==> src/rtl/fifo_rd_burst_ctrl.sv <==
//==============================================================================
// Module      : fifo_rd_burst_ctrl
// Description : Read-side burst controller for a dual-clock FIFO. On a start
//               command it pops exactly burst_len words from the FIFO and
//               presents them on a valid/ready stream. A 3-entry output buffer
//               absorbs the FIFO's one-cycle read latency so that consumer
//               backpressure never loses a word. Completion, the delivered
//               word count and a sticky underflow error are reported.
// Revision    : 1.0 - initial release
//------------------------------------------------------------------------------
// Ports
//   rd_clk        in   read clock; all logic on its rising edge
//   res           in   synchronous active-high reset
//   start         in   one-cycle burst request, sampled only in IDLE
//   burst_len     in   words to pop, latched on an accepted start
//   empty         in   FIFO empty flag
//   underflow     in   FIFO underflow flag, valid the cycle after rd_en
//   rd_en         out  FIFO pop request (combinational)
//   rdata         in   FIFO read data, valid the cycle after rd_en
//   out_valid     out  output word available
//   out_data      out  output word (buffer head)
//   out_ready     in   consumer accepts when out_valid && out_ready
//   out_last      out  final word of a non-aborted burst
//   busy          out  high while reading or draining
//   done          out  one-cycle completion pulse
//   words_read    out  words handshaken out since the last accepted start
//   err_underflow out  sticky underflow error, cleared by res or start
//==============================================================================
`default_nettype none

module fifo_rd_burst_ctrl #(
    parameter int WIDTH = 8,
    parameter int LEN_W = 8
) (
    input  logic             rd_clk,
    input  logic             res,
    input  logic             start,
    input  logic [LEN_W-1:0] burst_len,
    input  logic             empty,
    input  logic             underflow,
    output logic             rd_en,
    input  logic [WIDTH-1:0] rdata,
    output logic             out_valid,
    output logic [WIDTH-1:0] out_data,
    input  logic             out_ready,
    output logic             out_last,
    output logic             busy,
    output logic             done,
    output logic [LEN_W-1:0] words_read,
    output logic             err_underflow
);

    //--------------------------------------------------------------------------
    // Constants and types
    //--------------------------------------------------------------------------
    localparam int               c_DEPTH = 3;
    localparam logic [LEN_W-1:0] c_ONE   = {{(LEN_W-1){1'b0}}, 1'b1};
    localparam logic [LEN_W-1:0] c_ZERO  = '0;

    typedef enum logic [1:0] {
        S_IDLE  = 2'd0,
        S_BURST = 2'd1,
        S_DRAIN = 2'd2,
        S_DONE  = 2'd3
    } state_t;

    //--------------------------------------------------------------------------
    // Registers
    //--------------------------------------------------------------------------
    state_t           r_state;
    logic [LEN_W-1:0] r_len;       // latched burst length
    logic [LEN_W-1:0] r_issued;    // rd_en pulses issued in this burst
    logic [LEN_W-1:0] r_words;     // words handshaken out in this burst
    logic             r_inflight;  // a read response arrives this cycle
    logic             r_abort;     // burst was cut short by an underflow
    logic             r_err;
    logic             r_busy;
    logic             r_done;

    // Output buffer: circular, head/tail wrap at c_DEPTH
    logic [WIDTH-1:0] r_buf [c_DEPTH];
    logic [1:0]       r_occ;
    logic [1:0]       r_head;
    logic [1:0]       r_tail;

    //--------------------------------------------------------------------------
    // Combinational control
    //--------------------------------------------------------------------------
    logic             w_uf_abort;
    logic             w_push;
    logic             w_pop;
    logic             w_credit;
    logic [LEN_W-1:0] w_len_m1;

    // A response flagged as underflow is discarded and ends issuing.
    assign w_uf_abort = r_inflight && underflow;
    assign w_push     = r_inflight && !underflow;
    assign w_pop      = (r_occ != 2'd0) && out_ready;

    // Every issued read needs a guaranteed buffer slot when its data lands:
    // words already buffered plus the one in flight must leave room.
    assign w_credit   = ({1'b0, r_occ} + {2'b00, r_inflight}) < 3'd3;

    // The abort term stops the read that would otherwise be issued in the
    // same cycle the underflowed response is seen. out_ready is deliberately
    // absent so the FIFO side never waits on the consumer combinationally.
    assign rd_en      = (r_state == S_BURST) && !empty && (r_issued < r_len)
                        && w_credit && !w_uf_abort;

    assign w_len_m1   = r_len - c_ONE;

    //--------------------------------------------------------------------------
    // Output stream
    //--------------------------------------------------------------------------
    // Head data and the last flag depend only on registers that cannot move
    // without a handshake, so both hold stable under backpressure.
    assign out_valid     = (r_occ != 2'd0);
    assign out_data      = r_buf[r_head];
    assign out_last      = out_valid && !r_abort && (r_words == w_len_m1);
    assign busy          = r_busy;
    assign done          = r_done;
    assign words_read    = r_words;
    assign err_underflow = r_err;

    //--------------------------------------------------------------------------
    // Pointer advance with wrap at the buffer depth
    //--------------------------------------------------------------------------
    function automatic logic [1:0] f_next_ptr(input logic [1:0] i_ptr);
        f_next_ptr = (i_ptr == 2'(c_DEPTH - 1)) ? 2'd0 : i_ptr + 2'd1;
    endfunction

    //--------------------------------------------------------------------------
    // Datapath, counters and state machine
    //--------------------------------------------------------------------------
    always_ff @(posedge rd_clk) begin
        if (res) begin
            r_state    <= S_IDLE;
            r_len      <= c_ZERO;
            r_issued   <= c_ZERO;
            r_words    <= c_ZERO;
            r_inflight <= 1'b0;
            r_abort    <= 1'b0;
            r_err      <= 1'b0;
            r_busy     <= 1'b0;
            r_done     <= 1'b0;
            r_occ      <= 2'd0;
            r_head     <= 2'd0;
            r_tail     <= 2'd0;
            for (int i = 0; i < c_DEPTH; i++) begin
                r_buf[i] <= '0;
            end
        end else begin
            r_inflight <= rd_en;

            if (rd_en) begin
                r_issued <= r_issued + c_ONE;
            end

            // Capture a good response at the tail; the credit rule ensures
            // the buffer is never full here.
            if (w_push) begin
                r_buf[r_tail] <= rdata;
                r_tail        <= f_next_ptr(r_tail);
            end

            if (w_pop) begin
                r_head  <= f_next_ptr(r_head);
                r_words <= r_words + c_ONE;
            end

            // Simultaneous push and pop leave occupancy unchanged.
            case ({w_push, w_pop})
                2'b10:   r_occ <= r_occ + 2'd1;
                2'b01:   r_occ <= r_occ - 2'd1;
                default: r_occ <= r_occ;
            endcase

            if (w_uf_abort) begin
                r_abort <= 1'b1;
                r_err   <= 1'b1;
            end

            case (r_state)
                S_IDLE: begin
                    if (start) begin
                        r_len    <= burst_len;
                        r_issued <= c_ZERO;
                        r_words  <= c_ZERO;
                        r_err    <= 1'b0;
                        r_abort  <= 1'b0;
                        if (burst_len != c_ZERO) begin
                            r_state <= S_BURST;
                            r_busy  <= 1'b1;
                        end else begin
                            // Zero-length burst completes without reading.
                            r_state <= S_DONE;
                            r_done  <= 1'b1;
                        end
                    end
                end

                S_BURST: begin
                    if (w_uf_abort || (r_issued == r_len)) begin
                        r_state <= S_DRAIN;
                    end
                end

                S_DRAIN: begin
                    // Finish only once every issued read has landed and every
                    // buffered word has been handed to the consumer.
                    if ((r_occ == 2'd0) && !r_inflight) begin
                        r_state <= S_DONE;
                        r_busy  <= 1'b0;
                        r_done  <= 1'b1;
                    end
                end

                S_DONE: begin
                    r_state <= S_IDLE;
                    r_done  <= 1'b0;
                end

                default: begin
                    r_state <= S_IDLE;
                    r_busy  <= 1'b0;
                    r_done  <= 1'b0;
                end
            endcase
        end
    end

endmodule

`default_nettype wire

==> config.mk <==
export PLATFORM = sky130hd
export DESIGN_NAME = fifo_rd_burst_ctrl
export DESIGN_NICKNAME = d
export VERILOG_FILES = /design/src/rtl/fifo_rd_burst_ctrl.sv
export SDC_FILE = /design/constraint.sdc
export NUM_CORES = 1
export LEC_CHECK = 0
export ABC_AREA = 1
export CORE_MARGIN = 2
export CORE_UTILIZATION = 30
export DETAILED_ROUTE_END_ITERATION = 6
export SYNTH_ARGS = -nofsm -noshare
export SYNTH_HDL_FRONTEND = slang
export SYNTH_SLANG_ARGS = --single-unit
==> constraint.sdc <==
create_clock -name rd_clk -period 2.48 [get_ports rd_clk]
set_clock_uncertainty 0.2 [all_clocks]
set_input_delay 0.372 -clock rd_clk [delete_from_list [all_inputs] [get_ports rd_clk]]
set_output_delay 0.372 -clock rd_clk [all_outputs]
set_load 0.01 [all_outputs]
* After elaboration in Yosys (flattened, before gate mapping)
Memories as Yosys holds them, arrays and structs flattened. A register that Yosys moved wholly into a read port is not among the register bits.
Cells that the tools add are included.
** Operators by class
- Reductions and logical operators :: 28
- Magnitude comparators :: 2
- Equal/unequal tests :: 14
- Add/subtract/negate cells :: 8
- Mux-type cells :: 38
** Operators with widths (number)
- $mux W8 :: 7
- $mux W1 :: 18
- $mux W2 :: 9
- $add A8 B1 Y8 const B :: 2
- $eq A8 B8 Y1 :: 2
- $eq A2 B2 Y1 const B :: 5
- $logic_and A1 B1 Y1 :: 10
- $lt A8 B8 Y1 :: 1
- $ne A2 B2 Y1 const B :: 4
- $pmux W2 S4 :: 1
- $reduce_and A4 Y1 :: 2
- $reduce_bool A8 Y1 :: 1
- $reduce_or A8 Y1 :: 1
- $sub A8 B1 Y8 const B :: 1
- $add A2 B1 Y2 const B :: 3
- $reduce_bool A2 Y1 :: 3
- $logic_not A1 Y1 :: 5
- $eq A2 B1 Y1 const B :: 2
- $logic_not A2 Y1 :: 2
- $pmux W2 S2 :: 1
- $add A2 B1 Y3 :: 1
- $lt A3 B2 Y1 const B :: 1
- $pmux W1 S3 :: 1
- $reduce_and A3 Y1 :: 1
- 6 further kinds :: 6
** Storage, ports and cells
- Memories :: 1
- Register bits after elaboration :: 37
- RAM bits :: 24
- Input bits :: 22
- Output and inout bits :: 22
- Logic and storage cells :: 103
** Memory list
- r_buf :: words 3, bits a word 8, read ports 1, clocked after Yosys merged registers in 1, wr ports 3, RTL line 81 : logic [WIDTH-1:0] r_buf [c_DEPTH];

* Logic depth before layout (Yosys ltp)
Gate-level depths: netlist of run 1.
- Depth after elaboration :: 8
- Gate-level depth with buffers :: 12
- Depth with buffers taken out :: 12

* Worst setup path before layout of run 1
OpenSTA, ideal clock, no wires.
- Path type :: input -> register
- From :: in res
- To :: mem r_buf[3][0] (enable)
- Stages :: 2
- Arrival :: 1.432 ns
- Buffers on the path :: 1
- Required time :: 1.885 ns
- Slack :: 0.453 ns
- Library setup time :: 0.395 ns
- Cell sequence :: clkbuf_1 -> nor4_1
** RTL lines
- start: declaration :: RTL line 36 : input logic res,
- end: declaration :: RTL line 81

* Worst setup path after layout of run 1
- From :: reg r_len[0]
- To :: out out_last
** On the way
- Word-level cells in the longest chain between the ends :: 3
** Ends and longest elaborated chain
- start: declaration :: RTL line 71 : logic [LEN_W-1:0] r_len;
- start signal: assignment :: RTL line 138 : r_len <= c_ZERO;
- start signal: assignment :: RTL line 186 : r_len <= burst_len;
- $sub A8 B1 Y8 :: RTL line 110 : assign w_len_m1 = r_len - c_ONE;
- $eq A8 B8 Y1 :: RTL line 119 : assign out_last = out_valid && !r_abort && (r_words == w_len_m1);
- $logic_and A1 B1 Y1 :: RTL line 119
- end: declaration :: RTL line 46 : output logic out_last,
Every way passes these cells.

==> results.json, run 1 <==
{
  "grt_max_degree": 16,
  "ys.flop_type": "dfxtp_1",
  "maxSlewHeadroom_pct": 66.91,
  "timing.final.crit_share_pct": 98.02,
  "synth_compound_area_share_pct": 10.36,
  "muxShareOfSynthArea_pct": 0,
  "die_w_um": 113.9,
  "critical_path.top_delay_family": "simple AND/OR/NAND/NOR gates",
  "hold_violations": 0,
  "drive_above_1_share_pct": 10.77,
  "synth_top_area_share_pct": 26.52,
  "startpoint": "r_len[0]$_SDFFE_PP0P_",
  "synth_edf_count": 32,
  "synth_adder_area_share_pct": 6.215,
  "slew_viol_final": 0,
  "htreeDepth": 3,
  "yosys.cell_types.count": 32,
  "drc": 0,
  "hpwlAfterDp_um": 6391,
  "port_buffers": 43,
  "wl_um": 8601,
  "critPathMaxStageDelay_ns": 0.33,
  "ant_nets": 0,
  "synth_area_leaders": "edfxtp_1 27%, dfxtp_1 22%, nor2_1 9.8%, nand2_1 7.1%, inv_1 6.6%",
  "drt-vias-per-instance": 4.606,
  "clk_pin_slew_worst_paths_ns": 0.05,
  "clockBufferDepth": 2,
  "grt_pass1_vias": 3062,
  "path_max_fanout": 3,
  "worstMarginPinSlew_ns": 0.4946,
  "critical-path-slowest-cell": "dfxtp_1",
  "diodes": 0,
  "synth_area_leader_cell": "edfxtp_1",
  "drv_cap": 0,
  "ys_async_sr_fraction_pct": 0,
  "die_area_um2": 12970,
  "ir_drop_v": 0.0004330,
  "drt_iter0_drc": 150,
  "synth-simple-area-share_pct": 25.45,
  "whs_ns": 0.2572,
  "syn_area_per_cell_um2": 8.124,
  "cts-root-buf": "clkbuf_16",
  "p_leak_nw": 1.993,
  "die_h_um": 113.9,
  "numCtsBuffers": 9,
  "start_kind": "register",
  "critical_path_buf_inv_count": 2,
  "grt.overflow.total": 0,
  "fin_setup_tns_ns": 0,
  "cp.required_ns": 1.91,
  "grt_pass1_wl_um": 14490,
  "worstPathCellList": "inv_1 > ha_1 > xor2_1 > nand3_1 > nor2_1 > nand3b_1 > nor2_1 > clkdlybuf4s15_1",
  "final_area_um2": 4682,
  "synth_xor_area_share_pct": 2.417,
  "fin_nets": 555,
  "clk_latency_ns": 0.33,
  "cpMostUsedCell": "nor2_1",
  "dr.pass1.iters": 6,
  "hold_class": "register to register",
  "outcome": "finished, final reports clean",
  "r2r-start": "r_inflight$_SDFF_PP0_",
  "cts_sinks": 71,
  "initial_utilization_pct": 30.42,
  "rsz0062_at_grt": "true",
  "final-setup-viol-count": 0,
  "yosysSeqAreaShare_pct": 48.07,
  "fmax_mhz": 411.4,
  "synth_cells": 446,
  "n_fill_cell": 1225,
  "io_pins": 44,
  "area_growth_pct": 29.21,
  "worstHoldStart": "busy$_SDFFE_PP0P_",
  "place_congestion": 0.8236,
  "fp.coreArea_um2": 11910,
  "crit_path_end_kind": "output port",
  "dpl-instance-area_um2": 4367,
  "syn_nets": 486,
  "cp.arrival_ns": 1.86,
  "antenna_found_initial": 0,
  "synth.ff_latch_count": 71,
  "dr_total_vias": 3072,
  "core.rowCount": 40,
  "critical_path_class": "register to output port",
  "ys_warn_count": 0,
  "cts_tree": "done",
  "powerDensity_nw_per_um2": 824.4,
  "grt_usage_pct": 14.42,
  "synth_top_family_by_area": "simple AND/OR/NAND/NOR gates",
  "wl_per_cell_um": 12.90,
  "synth_area_um2": 3623,
  "period_minus_slack_ns": 2.431
}
-- path summary, 6_finish.rpt --
kind	to	slack, ns	cells after the start
max reg2reg	r_issued[6]$_SDFF_PP0_	0.44	12
min	busy$_SDFFE_PP0P_	0.26	2
min reg2reg	busy$_SDFFE_PP0P_	0.26	2
max	out_last	0.05	8
-- worst reg2reg max path: stages, from the launching register on --
cell and delay (ns):
dfxtp_1 0.33, ha_1 0.20, ha_1 0.26, nand2_1 0.06, nand2_1 0.05, inv_1 0.04, nand2_1 0.08, nor2_4 0.14
buf_4 0.12, buf_4 0.14, nand3_1 0.10, o21ai_0 0.16, nor2_1 0.06
-- cells by family (layout without fill, tap and decap cells) --
kind of cell | count (synthesis) | in the layout
buffers and inverters | 71 | 145
DFF | 71 | 71
xor gates and xnor gates | 10 | 10
and+or+nand+nor | 206 | 206
adders and majority gates | 18 | 18
AOI/OAI and AO/OA | 70 | 70
-- layout by cell type, fill, tap and decap left out, types with 3 or more instances in the layout --
cell type | Yosys | layout
dfxtp_1 | 39 | 37
clkdlybuf4s50_1 | 0 | 41
buf_4 | 1 | 21
nor2_4 | 4 | 4
inv_1 | 64 | 63
xor2_1 | 7 | 7
nand2_1 | 69 | 69
edfxtp_1 | 32 | 32
nand2_2 | 3 | 3
nand4_1 | 8 | 8
nand3_2 | 4 | 5
o21ai_0 | 39 | 39
nor3_1 | 5 | 5
xnor2_1 | 3 | 3
nor2_1 | 95 | 95
a21oi_1 | 19 | 19
ha_1 | 18 | 18
nand3_1 | 11 | 10
clkbuf_16 | 0 | 9
o22ai_1 | 8 | 8
-- area by class of cell --
class                           count  area (um^2)  area share (%)
Clock buffer                       11        232.7           4.971
Clock inverter                      5        72.57           1.550
Inverter                           65        244.0           5.211
Multi-Input combinational cell    304         1622           34.63
Sequential cell                    71         1744           37.25
Tap cell                          147        183.9           3.928
Timing Repair Buffer               64        583.1           12.45
-- what timing repair did --
action / 4_1_cts / 5_1_grt
hold buffers: 0 / 0
pin swaps: 0 / 1
setup endpoints to repair: 2 / 10
resized for setup: 3 / 6
buffers inserted: 0 / 1
cloned: 0 / 0
-- power breakdown --
group	total [W]	switching, W	internal (W)
clock network	0.00135	0.000476	0.000872
registers	0.00140	0.0000703	0.00133
logic	0.00112	0.000651	0.000464
total	0.00386	0.00120	0.00266
-- synthesized netlist by cell type (5+ instances only) --
master,instances
nor2_1,95
nand2_1,69
inv_1,64
dfxtp_1,39
o21ai_0,39
edfxtp_1,32
a21oi_1,19
ha_1,18
nand3_1,11
nand4_1,8
o22ai_1,8
xor2_1,7
nor3_1,5
-- per-layer routing --
layer  vias up  routed length [um]  GRT usage [%]
met5         -                   0              0
met4         0                 187          5.122
met3        17                 350          4.676
met2        56                4135          24.75
met1      1408                3929          16.96
li1       1591                   -              -
-- through the flow --
| step | worst slack (ns) | instances | util (%) | power (W) |
|---|---|---|---|---|
| global route | -0.1040 | 667 | 39.31 | 0.004118 |
| global placement | 0.06545 | 650 | 36.66 | 0.002507 |
| CTS | 0.002952 | 666 | 39.21 | 0.003890 |
| detailed placement | 0.06854 | 650 | 36.66 | 0.002529 |
| floorplan | 0.4530 | 446 | - | 0.002137 |
| finish | 0.04910 | 667 | 39.31 | 0.003860 |
-- state kept, by name (all words and copies together), names as in the netlist, named ones only --
signal	flops
r_buf	32
r_issued	8
r_len	8
words_read	8
r_head	2
r_occ	2
r_state	2
r_tail	2
busy	1
done	1
err_underflow	1
r_abort	1
r_inflight	1
No activity file was read; power rests on OpenSTA's default activity.
==> inputs of run 2 (changes only) <==
--- a/config.mk
+++ b/config.mk
@@ -7,8 +7,10 @@
 export LEC_CHECK = 0
 export ABC_AREA = 1
 export CORE_MARGIN = 2
-export CORE_UTILIZATION = 30
+export CORE_UTILIZATION = 55
 export DETAILED_ROUTE_END_ITERATION = 6
+export PLACE_DENSITY = 0.79
+export SKIP_LAST_GASP = 1
 export SYNTH_ARGS = -nofsm -noshare
 export SYNTH_HDL_FRONTEND = slang
 export SYNTH_SLANG_ARGS = --single-unit
==> results.json, run 2 (same netlist as run 1, synthesis figures left out) <==
{
  "fmax_mhz": 425.4,
  "drc": 0,
  "crit_path_end_kind": "output port",
  "critical-path-slowest-cell": "clkdlybuf4s50_1",
  "power_frac_seq_pct": 39.6,
  "mostFrequentLayoutCells": "94 x nor2_1, 69 x nand2_1, 61 x inv_1",
  "cp.required_ns": 1.91,
  "final_common_cell": "nor2_1",
  "io_pins": 44,
  "drv_cap": 0,
  "largest_reg_flops": 32,
  "largest_register": "r_buf",
  "critical_path.top_delay_family": "buffers and inverters",
  "maxSlewHeadroom_pct": 72.80,
  "die_area_um2": 7253,
  "worst-path-stages": 4,
  "grt.overflow.total": 0,
  "drt_iter0_drc": 141,
  "place_congestion": 0.8586,
  "antenna_found_initial": 0,
  "hold_class": "register to register",
  "path_max_fanout": 16,
  "clk_pin_slew_worst_paths_ns": 0.07,
  "cts-root-buf": "clkbuf_8",
  "wl_per_cell_um": 13.61,
  "critical_path_class": "register to output port",
  "wl_um": 8113,
  "grt_pass1_vias": 2874,
  "p_sw_share_pct": 32.72,
  "area_growth_pct": 24.14,
  "fp.coreArea_um2": 6350,
  "ctsHoldBuffers": 0,
  "final-setup-viol-count": 0,
  "p_leak_nw": 1.940,
  "dr_total_vias": 3093,
  "critical_path_buf_inv_count": 2,
  "layout_setup_ws_ns": 0.1295,
  "ant_nets": 0,
  "clockBufferDepth": 2,
  "powerDensity_nw_per_um2": 786.4,
  "clk_latency_ns": 0.35,
  "start_kind": "register",
  "worstMarginPinSlew_ns": 0.4071,
  "worstPathCellList": "buf_6 > o21ai_0 > o22ai_1 > clkdlybuf4s50_1",
  "cp.arrival_ns": 1.78,
  "dr.pass1.iters": 4,
  "worstHoldPathCells": 2,
  "outcome": "finished, final reports clean",
  "clkPwrFrac_pct": 28.3,
  "critPathMaxStageDelay_ns": 0.56,
  "htreeDepth": 3,
  "p_sw_w": 0.001157,
  "ir_drop_v": 0.0004542,
  "dp_slack_ns": 0.09853,
  "internal_power_w": 0.002380,
  "numCtsBuffers": 9,
  "core.rowCount": 29,
  "grt_pass1_wl_um": 12740,
  "reg2reg_depth": 11,
  "cts_tree": "done",
  "fin_setup_tns_ns": 0,
  "drt-vias-per-instance": 5.190,
  "rsz0062_at_grt": "false",
  "grt_max_degree": 17,
  "hpwlAfterDp_um": 5851,
  "slew_viol_final": 0,
  "initial_utilization_pct": 57.06,
  "combPwrFrac_pct": 32.0,
  "fin_nets": 554,
  "die_h_um": 85.17,
  "period_minus_slack_ns": 2.351,
  "die_w_um": 85.17,
  "diodes": 0,
  "hold_violations": 0,
  "timing.final.crit_share_pct": 94.78,
  "grt_usage_pct": 22.58,
  "drive_above_1_share_pct": 11.95,
  "port_buffers": 43,
  "cts_sinks": 71
}
run 2: area by class of cell:
cell class                 count  area, um^2
sequential                    71        1745
timing repair inverter         1       7.507
clock buffer                  12       145.1
fill                         513        1852
timing repair buffer          62       566.8
tap                           77       96.34
multi-input combinational    304        1619
inverter                      65       247.7
clock inverter                 4       70.07
run 2: repair_timing:
action,in CTS,in global routing
setup buffers,0,4
pin swaps,0,0
resized for setup,4,15
cloned,0,1
setup endpoints to repair,3,10
run 2: path summary, 6_finish.rpt:
| check | startpoint | slack, ns | to |
|---|---|---|---|
| max reg2reg | r_inflight$_SDFF_PP0_ | 0.56 | r_issued[6]$_SDFF_PP0_ |
| min reg2reg | busy$_SDFFE_PP0P_ | 0.26 | busy$_SDFFE_PP0P_ |
| min | busy$_SDFFE_PP0P_ | 0.26 | busy$_SDFFE_PP0P_ |
| max | register | 0.13 | out_data[1] |
run 2: per-layer routing:
layer	vias up	track usage, %	wire, um
met4	0	13.13	295
met3	26	4.086	310
met1	1406	25.47	3446
met5	-	0	0
met2	72	39.77	4060
li1	1589	-	-
run 2: tightest hold or removal path, delay by kind of cell (launching register included):
kind,cells,cell delay (ns)
AOI/OAI and AO/OA,1,0.05
DFF,1,0.31
and+or+nand+nor,1,0.06
run 2: per-stage QoR:
step | instance area, um^2 | hold WS, ns | instances | utilization, % | power (W)
after floorplan | 3623 | 0.2548 | 446 | - | 0.002137
after global placement | 4235 | 0.2533 | 575 | 66.70 | 0.002479
after detailed placement | 4235 | 0.2511 | 575 | 66.70 | 0.002514
after CTS | 4452 | 0.2619 | 591 | 70.11 | 0.003522
after global routing | 4498 | 0.2986 | 596 | 70.84 | 0.003755
final | 4498 | 0.2568 | 596 | 70.84 | 0.003537
run 2: power groups by stage:
stage / clock (W) / combinational [W] / sequential [W]
2_1_floorplan: 0 / 0.000724 / 0.00141
3_3_place_gp: 0 / 0.00106 / 0.00141
3_5_place_dp: 0 / 0.00110 / 0.00142
4_1_cts: 0.00102 / 0.00111 / 0.00140
5_1_grt: 0.00108 / 0.00126 / 0.00141
6_report: 0.00100 / 0.00113 / 0.00140
